`src/rtl/mem_arbiter.sv`:
```
`default_nettype none
// ============================================================================
// Module      : mem_arbiter
// Description : Round-robin arbiter sharing the memory T-port (write port plus
//               t_reg read address) between NUM_REQ requesters. Supports a
//               bounded bus lock for multi-word sequences. Read data is
//               returned one cycle after the grant through registered outputs.
// Revision    : 1.0 - initial release
// ============================================================================
module mem_arbiter #(
    parameter int NUM_REQ  = 2,
    parameter int LOCK_MAX = 16,
    localparam int c_ID_W  = (NUM_REQ > 1) ? $clog2(NUM_REQ) : 1
) (
    input  logic                    clk,
    input  logic                    rst,
    input  logic [NUM_REQ-1:0]      req_valid,
    input  logic [NUM_REQ-1:0]      req_we,
    input  logic [NUM_REQ-1:0]      req_lock,
    input  logic [NUM_REQ*16-1:0]   req_addr,
    input  logic [NUM_REQ*16-1:0]   req_wdata,
    output logic [NUM_REQ-1:0]      req_gnt,
    output logic                    rsp_valid,
    output logic [c_ID_W-1:0]       rsp_id,
    output logic [15:0]             rsp_data,
    output logic [15:0]             mem_t_reg,
    output logic [15:0]             mem_write_val,
    output logic                    mem_write,
    input  logic [15:0]             mem_t_val
);

    // lock_cnt must be able to hold the value LOCK_MAX
    localparam int          c_CNT_W   = (LOCK_MAX > 1) ? $clog2(LOCK_MAX + 1) : 1;
    localparam logic [c_ID_W-1:0] c_LAST_ID = c_ID_W'(NUM_REQ - 1);

    // Arbitration state
    logic [c_ID_W-1:0]  r_rr_ptr;
    logic               r_locked;
    logic [c_ID_W-1:0]  r_owner;
    logic [c_CNT_W-1:0] r_lock_cnt;

    // Registered read response
    logic               r_rsp_valid;
    logic [c_ID_W-1:0]  r_rsp_id;
    logic [15:0]        r_rsp_data;

    // Per-requester views of the packed address/data buses
    logic [15:0]        w_addr  [NUM_REQ];
    logic [15:0]        w_wdata [NUM_REQ];

    // Winner of the current cycle
    logic               w_sel_vld;
    logic [c_ID_W-1:0]  w_sel_id;
    logic               w_sel_we;
    logic [c_ID_W-1:0]  w_scan_id;
    logic               w_lock_expire;

    // Next index after v, wrapping at NUM_REQ-1 (works for non-power-of-2 counts)
    function automatic logic [c_ID_W-1:0] f_wrap_inc(input logic [c_ID_W-1:0] v);
        logic [c_ID_W-1:0] r;
        if (v == c_LAST_ID) begin
            r = '0;
        end else begin
            r = v + c_ID_W'(1);
        end
        return r;
    endfunction

    generate
        for (genvar gi = 0; gi < NUM_REQ; gi++) begin : g_unpack
            assign w_addr[gi]  = req_addr[16*gi +: 16];
            assign w_wdata[gi] = req_wdata[16*gi +: 16];
        end
    endgenerate

    // Pick the winner: the lock owner only, or the first valid requester from rr_ptr
    always_comb begin
        w_sel_vld = 1'b0;
        w_sel_id  = '0;
        w_scan_id = r_rr_ptr;
        if (r_locked) begin
            w_sel_vld = req_valid[r_owner];
            w_sel_id  = r_owner;
        end else begin
            for (int k = 0; k < NUM_REQ; k++) begin
                if (!w_sel_vld && req_valid[w_scan_id]) begin
                    w_sel_vld = 1'b1;
                    w_sel_id  = w_scan_id;
                end
                w_scan_id = f_wrap_inc(w_scan_id);
            end
        end
        // Nothing reaches the memory while reset is held
        if (rst) begin
            w_sel_vld = 1'b0;
        end
    end

    // Steer the winner onto the T-port; an idle port is driven to zero
    always_comb begin
        req_gnt       = '0;
        mem_t_reg     = '0;
        mem_write_val = '0;
        mem_write     = 1'b0;
        w_sel_we      = 1'b0;
        if (w_sel_vld) begin
            req_gnt[w_sel_id] = 1'b1;
            mem_t_reg         = w_addr[w_sel_id];
            mem_write_val     = w_wdata[w_sel_id];
            w_sel_we          = req_we[w_sel_id];
            mem_write         = req_we[w_sel_id];
        end
    end

    // The lock runs out once this grant would reach LOCK_MAX consecutive cycles
    assign w_lock_expire = ((int'(r_lock_cnt) + 1) >= LOCK_MAX);

    // Round-robin pointer and lock bookkeeping
    always_ff @(posedge clk) begin
        if (rst) begin
            r_rr_ptr   <= '0;
            r_locked   <= 1'b0;
            r_owner    <= '0;
            r_lock_cnt <= '0;
        end else if (r_locked) begin
            // Owner idle, timed out or dropping lock: hand the port on
            if (!req_valid[r_owner] || w_lock_expire || !req_lock[r_owner]) begin
                r_locked   <= 1'b0;
                r_lock_cnt <= '0;
                r_rr_ptr   <= f_wrap_inc(r_owner);
            end else begin
                r_lock_cnt <= r_lock_cnt + c_CNT_W'(1);
            end
        end else if (w_sel_vld) begin
            // With LOCK_MAX=1 a lock would expire at once, so it is never taken
            if (req_lock[w_sel_id] && (LOCK_MAX > 1)) begin
                r_locked   <= 1'b1;
                r_owner    <= w_sel_id;
                r_lock_cnt <= c_CNT_W'(1);
            end else begin
                r_lock_cnt <= '0;
                r_rr_ptr   <= f_wrap_inc(w_sel_id);
            end
        end
    end

    // Capture read data at the grant edge; id/data hold while no read is returned
    always_ff @(posedge clk) begin
        if (rst) begin
            r_rsp_valid <= 1'b0;
            r_rsp_id    <= '0;
            r_rsp_data  <= '0;
        end else begin
            r_rsp_valid <= w_sel_vld && !w_sel_we;
            if (w_sel_vld && !w_sel_we) begin
                r_rsp_id   <= w_sel_id;
                r_rsp_data <= mem_t_val;
            end
        end
    end

    assign rsp_valid = r_rsp_valid;
    assign rsp_id    = r_rsp_id;
    assign rsp_data  = r_rsp_data;

endmodule
`default_nettype wire

```
`config.mk`:
```
export PLATFORM = sky130hd
export DESIGN_NAME = mem_arbiter
export DESIGN_NICKNAME = d
export VERILOG_FILES = /design/src/rtl/mem_arbiter.sv
export SDC_FILE = /design/constraint.sdc
export NUM_CORES = 1
export LEC_CHECK = 0
export CAP_MARGIN = 20
export CELL_PAD_IN_SITES_DETAIL_PLACEMENT = 1
export CELL_PAD_IN_SITES_GLOBAL_PLACEMENT = 1
export CORE_ASPECT_RATIO = 0.7
export CORE_MARGIN = 8
export CORE_UTILIZATION = 21
export CTS_BUF_LIST = sky130_fd_sc_hd__clkbuf_8
export CTS_CLUSTER_DIAMETER = 100
export CTS_CLUSTER_SIZE = 28
export DETAILED_ROUTE_END_ITERATION = 10
export PLACE_DENSITY = 0.84
export SYNTH_ARGS = -nofsm -noshare
export SYNTH_HDL_FRONTEND = slang
export SYNTH_SLANG_ARGS = --single-unit
```
`constraint.sdc`:
```
create_clock -name clk -period 4.25 [get_ports clk]
set_input_delay 0.85 -clock clk [delete_from_list [all_inputs] [get_ports clk]]
set_output_delay 0.85 -clock clk [all_outputs]
set_load 0.01 [all_outputs]
```
After elaboration in Yosys (flattened, before gate mapping)
Index checks and enable logic that the tools add are counted.
{ "classes": {"add_sub_neg": 5, "bitwise": 2, "n_mux": 48, "magnitude_cmp": 7, "reduce_logical": 12, "n_eq_ne": 2} }
{ "op_table": {"columns": ["cell", "count"], "rows": [
  ["two-way mux 16 bit", 8],
  ["two-way mux 1 bit", 35],
  ["two-way mux 5 bit", 3],
  ["< comparator 1 x 2 -> 1 bit, second input constant", 4],
  ["adder 5 x 1 -> 6 bit, second input constant", 1],
  ["greater-or-equal comparator 6 x 5 -> 1 bit, second input constant", 1],
  ["AND reduction 3 bit", 2],
  ["adder 5 x 1 -> 5 bit, second input constant", 1],
  ["zero test 1 bit", 4],
  ["adder 1 bit, second input constant", 3],
  ["logical AND 1 bit", 3],
  ["greater-or-equal comparator 2 bit, second input constant", 1],
  ["logical OR 1 bit", 2],
  ["two-way mux 2 bit", 1],
  ["inequality test 2 x 1 -> 1 bit, second input constant", 1],
  ["inequality test 2 bit, second input constant", 1],
  ["NOT 1 -> 2 bit", 1],
  ["nonzero test 2 bit", 1],
  ["demux 1 bit (select 1 bit)", 1],
  ["greater-or-equal comparator 1 bit, second input constant", 1],
  ["NOT 1 bit", 1]
]} }
{ "word_totals": {"wordCells": 83, "out_inout_bits": 53, "in_bits": 88, "regBits": 26} }

Longest topological paths before layout
{ "depth": {"ltp_word": 13, "depth_mapped": 7, "mapped_depth_nobuf": 6} }

Worst setup path before layout
No wires, ideal clock.
{ "synth_path": {"path_kind": "input-to-output", "start": "input rst", "end": "output mem_t_reg[0]", "n_path_buf": 3, "required_ns": 3.400, "t_arrival_ns": 2.164, "path_stages": 6, "slack_ns": 1.236, "path_cell_list": "clkbuf_1 a31o_2 or2_2 buf_2 buf_1 a21oi_1"} }
{ "synth_between": {"elab_chain_len": 2} }
{ "synth_lines": {"columns": ["item", "line_no", "rtl"], "rows": [
  ["start, declared", "16", "input logic rst,"],
  ["two-way mux 1 bit", "94", "if (rst) begin"],
  ["two-way mux 16 bit", "106", "if (w_sel_vld) begin"],
  ["end, declared", "26", "output logic [15:0] mem_t_reg,"]
]} }
No other way between the ends.

Worst setup path in the final report
{ "layout_path": {"start": "input req_valid[1]", "end": "output mem_write_val[6]"} }
{ "layout_between": {"elab_chain_len": 13, "elab_cells_between_ends": 21, "cone_classes": "18 x mux; 1 x bitwise; 2 x reduce/logical"} }
{ "layout_lines": {"columns": ["item", "line_no", "rtl"], "rows": [
  ["start, declared", "17", "input logic [NUM_REQ-1:0] req_valid,"],
  ["two-way mux 1 bit (not written as such) (2 in series)", "86", "if (!w_sel_vld && req_valid[w_scan_id]) begin"],
  ["two-way mux 1 bit", "86", null],
  ["two-way mux 1 bit", "81", "if (r_locked) begin"],
  ["zero test 1 bit", "86", null],
  ["logical AND 1 bit", "86", null],
  ["two-way mux 1 bit", "86", null],
  ["two-way mux 1 bit", "81", null],
  ["NOT 1 -> 2 bit (not written as such)", "109", "mem_write_val = w_wdata[w_sel_id];"],
  ["two-way mux 16 bit (not written as such) (3 in series)", "109", null],
  ["two-way mux 16 bit *", "106", null],
  ["end, declared", "27", "output logic [15:0] mem_write_val,"]
]} }
Mark *: on every way between the ends. The rest lies on a longest branch, timed or not. The select of a mux whose other input is x is not followed.

==> Flow_metrics.wiki <==
{| class="wikitable"
! Metric !! Value
|-
| Number of buffers added by the clock tree synthesis step || 3
|-
| Max-slew violations || 0
|-
| Setup repair after global routing missed its margin || false
|-
| Via count || 2150
|-
| Via count normalized by instance count || about 4.5
|-
| Syn avg cell area || about 6.5 sq um
|-
| Outcome || finished, final reports clean
|-
| HPWL after DPL || between 6 and 7 mm
|-
| Post-synthesis async set-or-reset flop share || 0%
|-
| Worst hold path cell count || 2
|-
| Insertion delay of the later-clocked pin in the worst-skew pair || about 270 ps
|-
| Pre-CTS setup slack || roughly 180 ps
|-
| Initial standard-cell utilization of the core || around 22%
|-
| R2R Setup Slk || ~2300 ps
|-
| Antenna Violating Nets Remaining || 0
|-
| Clock tree root driver cell || clkbuf_8
|-
| Capture endpoint of the worst hold path || rsp_data[14]
|-
| Dominant synthesized flop cell || dfxtp_1
|-
| Post-Syn Area || 1590 sq um
|-
| Std cell rows || 26
|-
| Fraction of the cycle the final worst path needs || 95.3%
|-
| Signal arrival time at the worst endpoint || around 3200 ps
|-
| Floorplan die width || approximately 120 um
|-
| Initial drt markers || 76
|-
| Number of buffers added to fix hold violations after cts || 0
|-
| Multi-input logic area || between 900 and 1000 sq um
|-
| Cell count of the worst reg-to-reg path || 5
|-
| Antenna violations before repair || 0
|-
| CTS resizes || 0
|-
| Cell count after synthesis || between 200 and 250
|-
| Max-Slew Margin vs Limit || roughly 50%
|-
| Final setup vio count || 0
|-
| Total Negative Setup Slacks || 0 ps
|-
| Max-capacitance violation count || 0
|-
| Launch point of the worst reg-to-reg path || r_locked
|-
| Nets || approximately 470
|-
| Minimum period implied by the final worst setup slack || 4050 ps
|-
| Number of levels in the clock H-tree || 1
|-
| Largest net degree at the start of global routing || between 40 and 50
|-
| Via count of the first global-routing pass || around 2.2k
|-
| Peak supply drop || between 150 and 200 uV
|-
| Global placement routability congestion || 0.758
|-
| Number of remaining DRC errors || 0
|-
| Path category of the worst min-delay check || reg -> reg
|-
| Routed wire length per instance || about 16 um
|-
| Proportion of synthesized chip area in sequential cells || between 30 and 40%
|-
| Count of unique library cells instantiated by Yosys || 36
|-
| Port Buf Inserts || 140
|-
| Area growth syn-to-layout || 98.5%
|-
| Static Leak || around 1.2 nW
|-
| Synthesis warning total || 0
|-
| Fraction of post-synthesis cell area in the top cell type by area || about a third
|-
| Power density over the cells || 252 nW/um^2
|-
| Count of boundary I/O pins || around 140
|-
| Clock sinks || 26
|-
| Maximum buffer depth of the clock tree || 2
|-
| Ant. Diodes || 0
|-
| Layout Skew || a little over 3 ps
|-
| Overall overflow remaining after global route || 0
|-
| EDFF count, synth || 0
|-
| First-pass DRT Iterations || 4
|-
| Seq. cell area || 520 sq um
|-
| TritonCTS clock tree || yes
|-
| Critical Path Most Common Cell || clkdlybuf4s50_1
|-
| Critical-path cell list || clkdlybuf4s50_1 -> inv_1 -> a31o_2 -> or2_2 -> a21oi_1 -> clkdlybuf4s50_1
|-
| Share of final-layout standard cells stronger than drive strength 1 || under 10%
|-
| Core box area || 7320 sq um
|-
| Overall routed net length || 7.66 mm
|-
| Crit path setup slack, layout || between 200 and 250 ps
|-
| Vert. Die Dim || slightly below 90 um
|-
| Wire length of the first global-routing pass || 11.7 mm
|-
| Biggest area contributors in the synthesized netlist || dfxtp_1 (33%), nand2_1 (24%), a21oi_1 (11%)
|-
| Biggest area consumer among synthesized cells || dfxtp_1
|-
| Post-CTS Setup Repair Bufs || 0
|-
| Data required time of the worst path || about 3400 ps
|-
| Total routing resource utilization after global routing || between 10% and 20%
|-
| Crit path max fanout || 40
|-
| DIE AREA || 10700 sq um
|-
| Startpoint of the most critical hold path || rsp_data[14]
|-
| Slew at the pin with the worst max-slew slack || 746 ps
|-
| Clock-pin slew on the worst setup and hold paths || approximately 90 ps
|-
| Type of element capturing the critical path || output pin
|-
| Worst Setup Start Kind || input pin
|-
| Destination of the worst register-to-register timing path || r_owner
|-
| FILL cells || between 800 and 900
|-
| Number of flip-flops and latches in the synthesized netlist || 26
|-
| Post-synthesis net count || about 330
|-
| Final Hold Violating Endpoints || 0
|-
| Highest-delay cell along the critical path || clkdlybuf4s50_1
|-
| Setup CP Type || in -> out
|-
| Highest cell delay on the worst timing path || roughly 590 ps
|-
| Achievable clock frequency || about 250 MHz
|}
[synth_stat cells (all sizes together), types with 2 or more instances]
| master | n |
|---|---|
| a21boi | 2 |
| a31oi | 2 |
| o21ai | 20 |
| clkbuf | 10 |
| dfxtp | 26 |
| and3 | 2 |
| o211a | 2 |
| inv | 3 |
| o311a | 2 |
| nand3 | 4 |
| nor2 | 9 |
| a21oi | 36 |
| buf | 7 |
| nand2 | 101 |
| a22oi | 2 |
[power by group]
part	switching (mW)	total [mW]	leakage (nW)	internal (mW)
registers	0.0123	0.275	0.213	0.263
clock network	0.0823	0.208	0.0357	0.126
logic	0.135	0.313	0.956	0.179
[through the flow]
stage                     instances  hold slack (ps)  instance area (sq um)  util [%]  power, mW
after detailed placement        470              455                   3090      42.2      0.597
after CTS                       474              467                   3160      43.2      0.809
after global placement          470              443                   3090      42.2      0.590
after floorplan                 245              434                   1590         -      0.403
final                           474              461                   3160      43.2      0.797
after global routing            474              483                   3160      43.2      0.845
[worst max-delay path: cells and delay by family]
kind / cells / cell delay [ps]
simple gates: 1 / 580
buf+inv: 3 / 1240
compound gates: 2 / 510
[cells by family after synthesis]
kind of cell / share of synthesized area [%]
simple gates: 30.5
mux: 0.628
xor+xnor: 0.550
buf+inv: 6.05
flops: 32.7
compound gates: 28.8
fa+ha+maj: 0.785
[how the worst max path moves through the flow]
stage,startpoint,to,slack [ps]
4_1_cts,req_valid[1],mem_t_reg[8],170
5_1_grt,req_valid[1],mem_write_val[6],60
3_5_place_dp,req_valid[1],mem_t_reg[8],180
3_3_place_gp,req_valid[1],mem_t_reg[0],220
6_report,req_valid[1],mem_write_val[6],200
2_1_floorplan,rst,mem_t_reg[0],1240
[per-layer routing]
| metal | GRT usage, % | up-vias | wire, um |
|---|---|---|---|
| met3 | 4.72 | 8 | 655 |
| met5 | 0 | - | 0 |
| met4 | 3.16 | 0 | 120 |
| li1 | - | 1083 | - |
| met2 | 22.7 | 76 | 3640 |
| met1 | 15.7 | 983 | 3240 |
[final cells by class]
type,instances,share of cell area (%)
Clock buffer,3,1.31
Clock inverter,1,0.950
Inverter,3,0.356
Multi-Input combinational cell,199,31.0
Sequential cell,26,16.5
Tap cell,98,3.88
Timing Repair Buffer,144,46.1
[placed cells by master, fill, tap and decap left out, drive strengths merged]
cell type / count
o21bai: 1
o211ai: 1
nand2: 101
a31o: 1
and3: 2
nor2: 9
a2111oi: 1
o21a: 1
dfxtp: 26
clkbuf: 3
clkdlybuf4s50: 140
nand2b: 1
nor2b: 1
or3: 1
o21ai: 20
o22ai: 1
nor3b: 1
o211a: 2
and2b: 1
bufinv: 1
a22oi: 2
a21boi: 2
a21oi: 36
mux2i: 1
xnor2: 1
buf: 4
o31ai: 1
or2: 1
a41o: 1
o311a: 2
ha: 1
a31oi: 2
nand3: 4
inv: 3
[registers in the layout, summed over array words and instances, names as in the netlist]
| signal | flops |
|---|---|
| rsp_data | 16 |
| r_lock_cnt | 5 |
| r_locked | 1 |
| r_owner | 1 |
| r_rr_ptr | 1 |
| rsp_id | 1 |
| rsp_valid | 1 |
No activity file was read; power rests on OpenSTA's default activity.
==> RTL edit (config.mk and constraints unchanged) <==
Set the parameter `LOCK_MAX` to 8 (it was 16).
--- a/src/rtl/mem_arbiter.sv
+++ b/src/rtl/mem_arbiter.sv
@@ -9,7 +9,7 @@
 // ============================================================================
 module mem_arbiter #(
     parameter int NUM_REQ  = 2,
-    parameter int LOCK_MAX = 16,
+    parameter int LOCK_MAX = 8,
     localparam int c_ID_W  = (NUM_REQ > 1) ? $clog2(NUM_REQ) : 1
 ) (
     input  logic                    clk,
Function: changed (a bounded check fails within 10 cycles, from zero or initial values and one cycle with rst high).
==> RTL edit against the unedited design <==
- clock power down 30%
- sequential cell count down 1
- cell area up 0.55%
- first-iteration DRC count up 3.9%
- sequential share of layout area down 0.72 points
- synthesized area up 2.2%
- routed wire length up 3.0%
- count of clock-buffer cells in the layout unchanged
- power down 6.7%
- worst hold slack better by 0.021 ns
- via count up 0.98%
- worst setup slack better by 0.25 ns
- critical path type unchanged
==> RTL edit: results (changes against the unedited design) <==
- Status: complete, no violations
- Layout cell share with drive strength beyond 1: 0.0753 (+0.0407)
- Met2 wire len: 4040 um (+11%)
- Worst vdd ir: 0.000129 V (-19%)
- Slew HR: 0.723 (+0.221)
- Hold Crit Endpoint: rsp_data[7]
- Main area contributors after synthesis: dfxtp_1, nand2_1, a21oi_1
- Starting DRT DRC Count: 79 (+3.9%)
- Register area share after synthesis: 0.307 (-0.0193)
- GP Congestion: 0.775 (+2.2%)
- First-pass GRT wire length: 12100 um (+3.7%)
- Reg2Reg Setup Slack: 1.76 ns (-0.50 ns)
- Nets: 463 (-0.64%)
- Synth unique cells: 35 (-2.8%)
- Placement Cell Area: 3130 um^2 (+1.4%)
- Skew final: 0.0155 ns (+0.0124 ns)
- Routed WL: 7890 um (+3.0%)
- # port buffers: 140 (unchanged)
- Fraction of registers with async set/reset: 0 (unchanged)
- Slowest cell delay on critical path: 0.57 ns (-0.02 ns)
- Sw frac: 0.320 (+0.0320)
- Largest net degree at the start of global routing: 34 (-17%)
- Static Leak: 1.19 nW (-1.1%)
- Peak fanout along the critical path: 33 (-18%)
- Crit Reg-Reg Endpoint: rsp_data[2]
- Met3 wire length: 531 um (-19%)
- Clock-pin slew on the worst setup and hold paths: 0.08 ns
- Commonest cells in the netlist: nand2_1, a21oi_1, dfxtp_1, nand2b_1, nand3_1
- Initial Util: 0.211 (-0.00627)
- Most used DFF post-synth: dfxtp_1
- Worst Setup EP: mem_write_val[3]
- Critical path arrival: 2.95 ns (-0.25 ns)
- Antenna Cells: 0 (unchanged)
- Hold path startpoint: rsp_data[7]
- All-layer global routing usage: 0.137 (+0.00396)
- R2R depth: 8 (+3)
- Syn Nets: 327 (-2.1%)
- Max reg flops: 16 (unchanged)
- Hpwl dp: 6300 um (+3.5%)
- Vias in the first global route: 2397 (+7.1%)
- Top routing layer used: met4
- Post-Route M1 WL: 3240 um (about the same)
- Clock Tree Buf Depth: 2 (unchanged)
- Post-DR vias/cell: 4.59 (+1.2%)
-- RTL edit: cells by family (layout without fill, tap and decap cells) --
family                     count (synthesis)  count (layout)  share of synthesized area
AOI/OAI and AO/OA                         68              68                      0.254
adders and majority gates                  2               2                     0.0154
buffers and inverters                     20             155                     0.0623
DFF                                       25              25                      0.307
muxes                                      2               2                     0.0200
and+or+nand+nor                          120             120                      0.341
-- RTL edit: power groups by stage --
| stage | clock [W] | combinational, W | sequential (W) |
|---|---|---|---|
| after CTS | 0.000152 | 0.000338 | 0.000267 |
| final | 0.000145 | 0.000332 | 0.000267 |
| after global routing | 0.000158 | 0.000362 | 0.000269 |
| after floorplan | 0 | 0.000132 | 0.000274 |
| after detailed placement | 0 | 0.000335 | 0.000272 |
| after global placement | 0 | 0.000327 | 0.000271 |
-- RTL edit: cell type report --
cell class                 count  area, um^2
fill                         934        4520
timing repair buffer         149        1470
multi-input combinational    192        1030
sequential                    25         500
tap                          101         126
clock buffer                   3        41.3
inverter                       2        7.51
clock inverter                 1        5.00
-- RTL edit: worst max-delay path, delay by kind of cell --
family | cells | cell delay (ns)
buf+inv | 3 | 1.48
simple gates | 2 | 0.28
compound gates | 2 | 0.33
-- RTL edit: per-stage QoR --
stage / cells / power, W / setup WS, ns / hold WS (ns)
after global routing: 473 / 0.000789 / 0.337 / 0.504
after CTS: 473 / 0.000756 / 0.441 / 0.485
after floorplan: 237 / 0.000406 / 1.49 / 0.449
after detailed placement: 469 / 0.000607 / 0.449 / 0.471
final: 473 / 0.000743 / 0.453 / 0.481
after global placement: 469 / 0.000597 / 0.566 / 0.461
-- RTL edit: metal layers --
metal,vias up,track usage
li1,1073,-
met1,1032,0.155
met2,60,0.253
met3,6,0.0406
met4,0,0.0268
met5,-,0
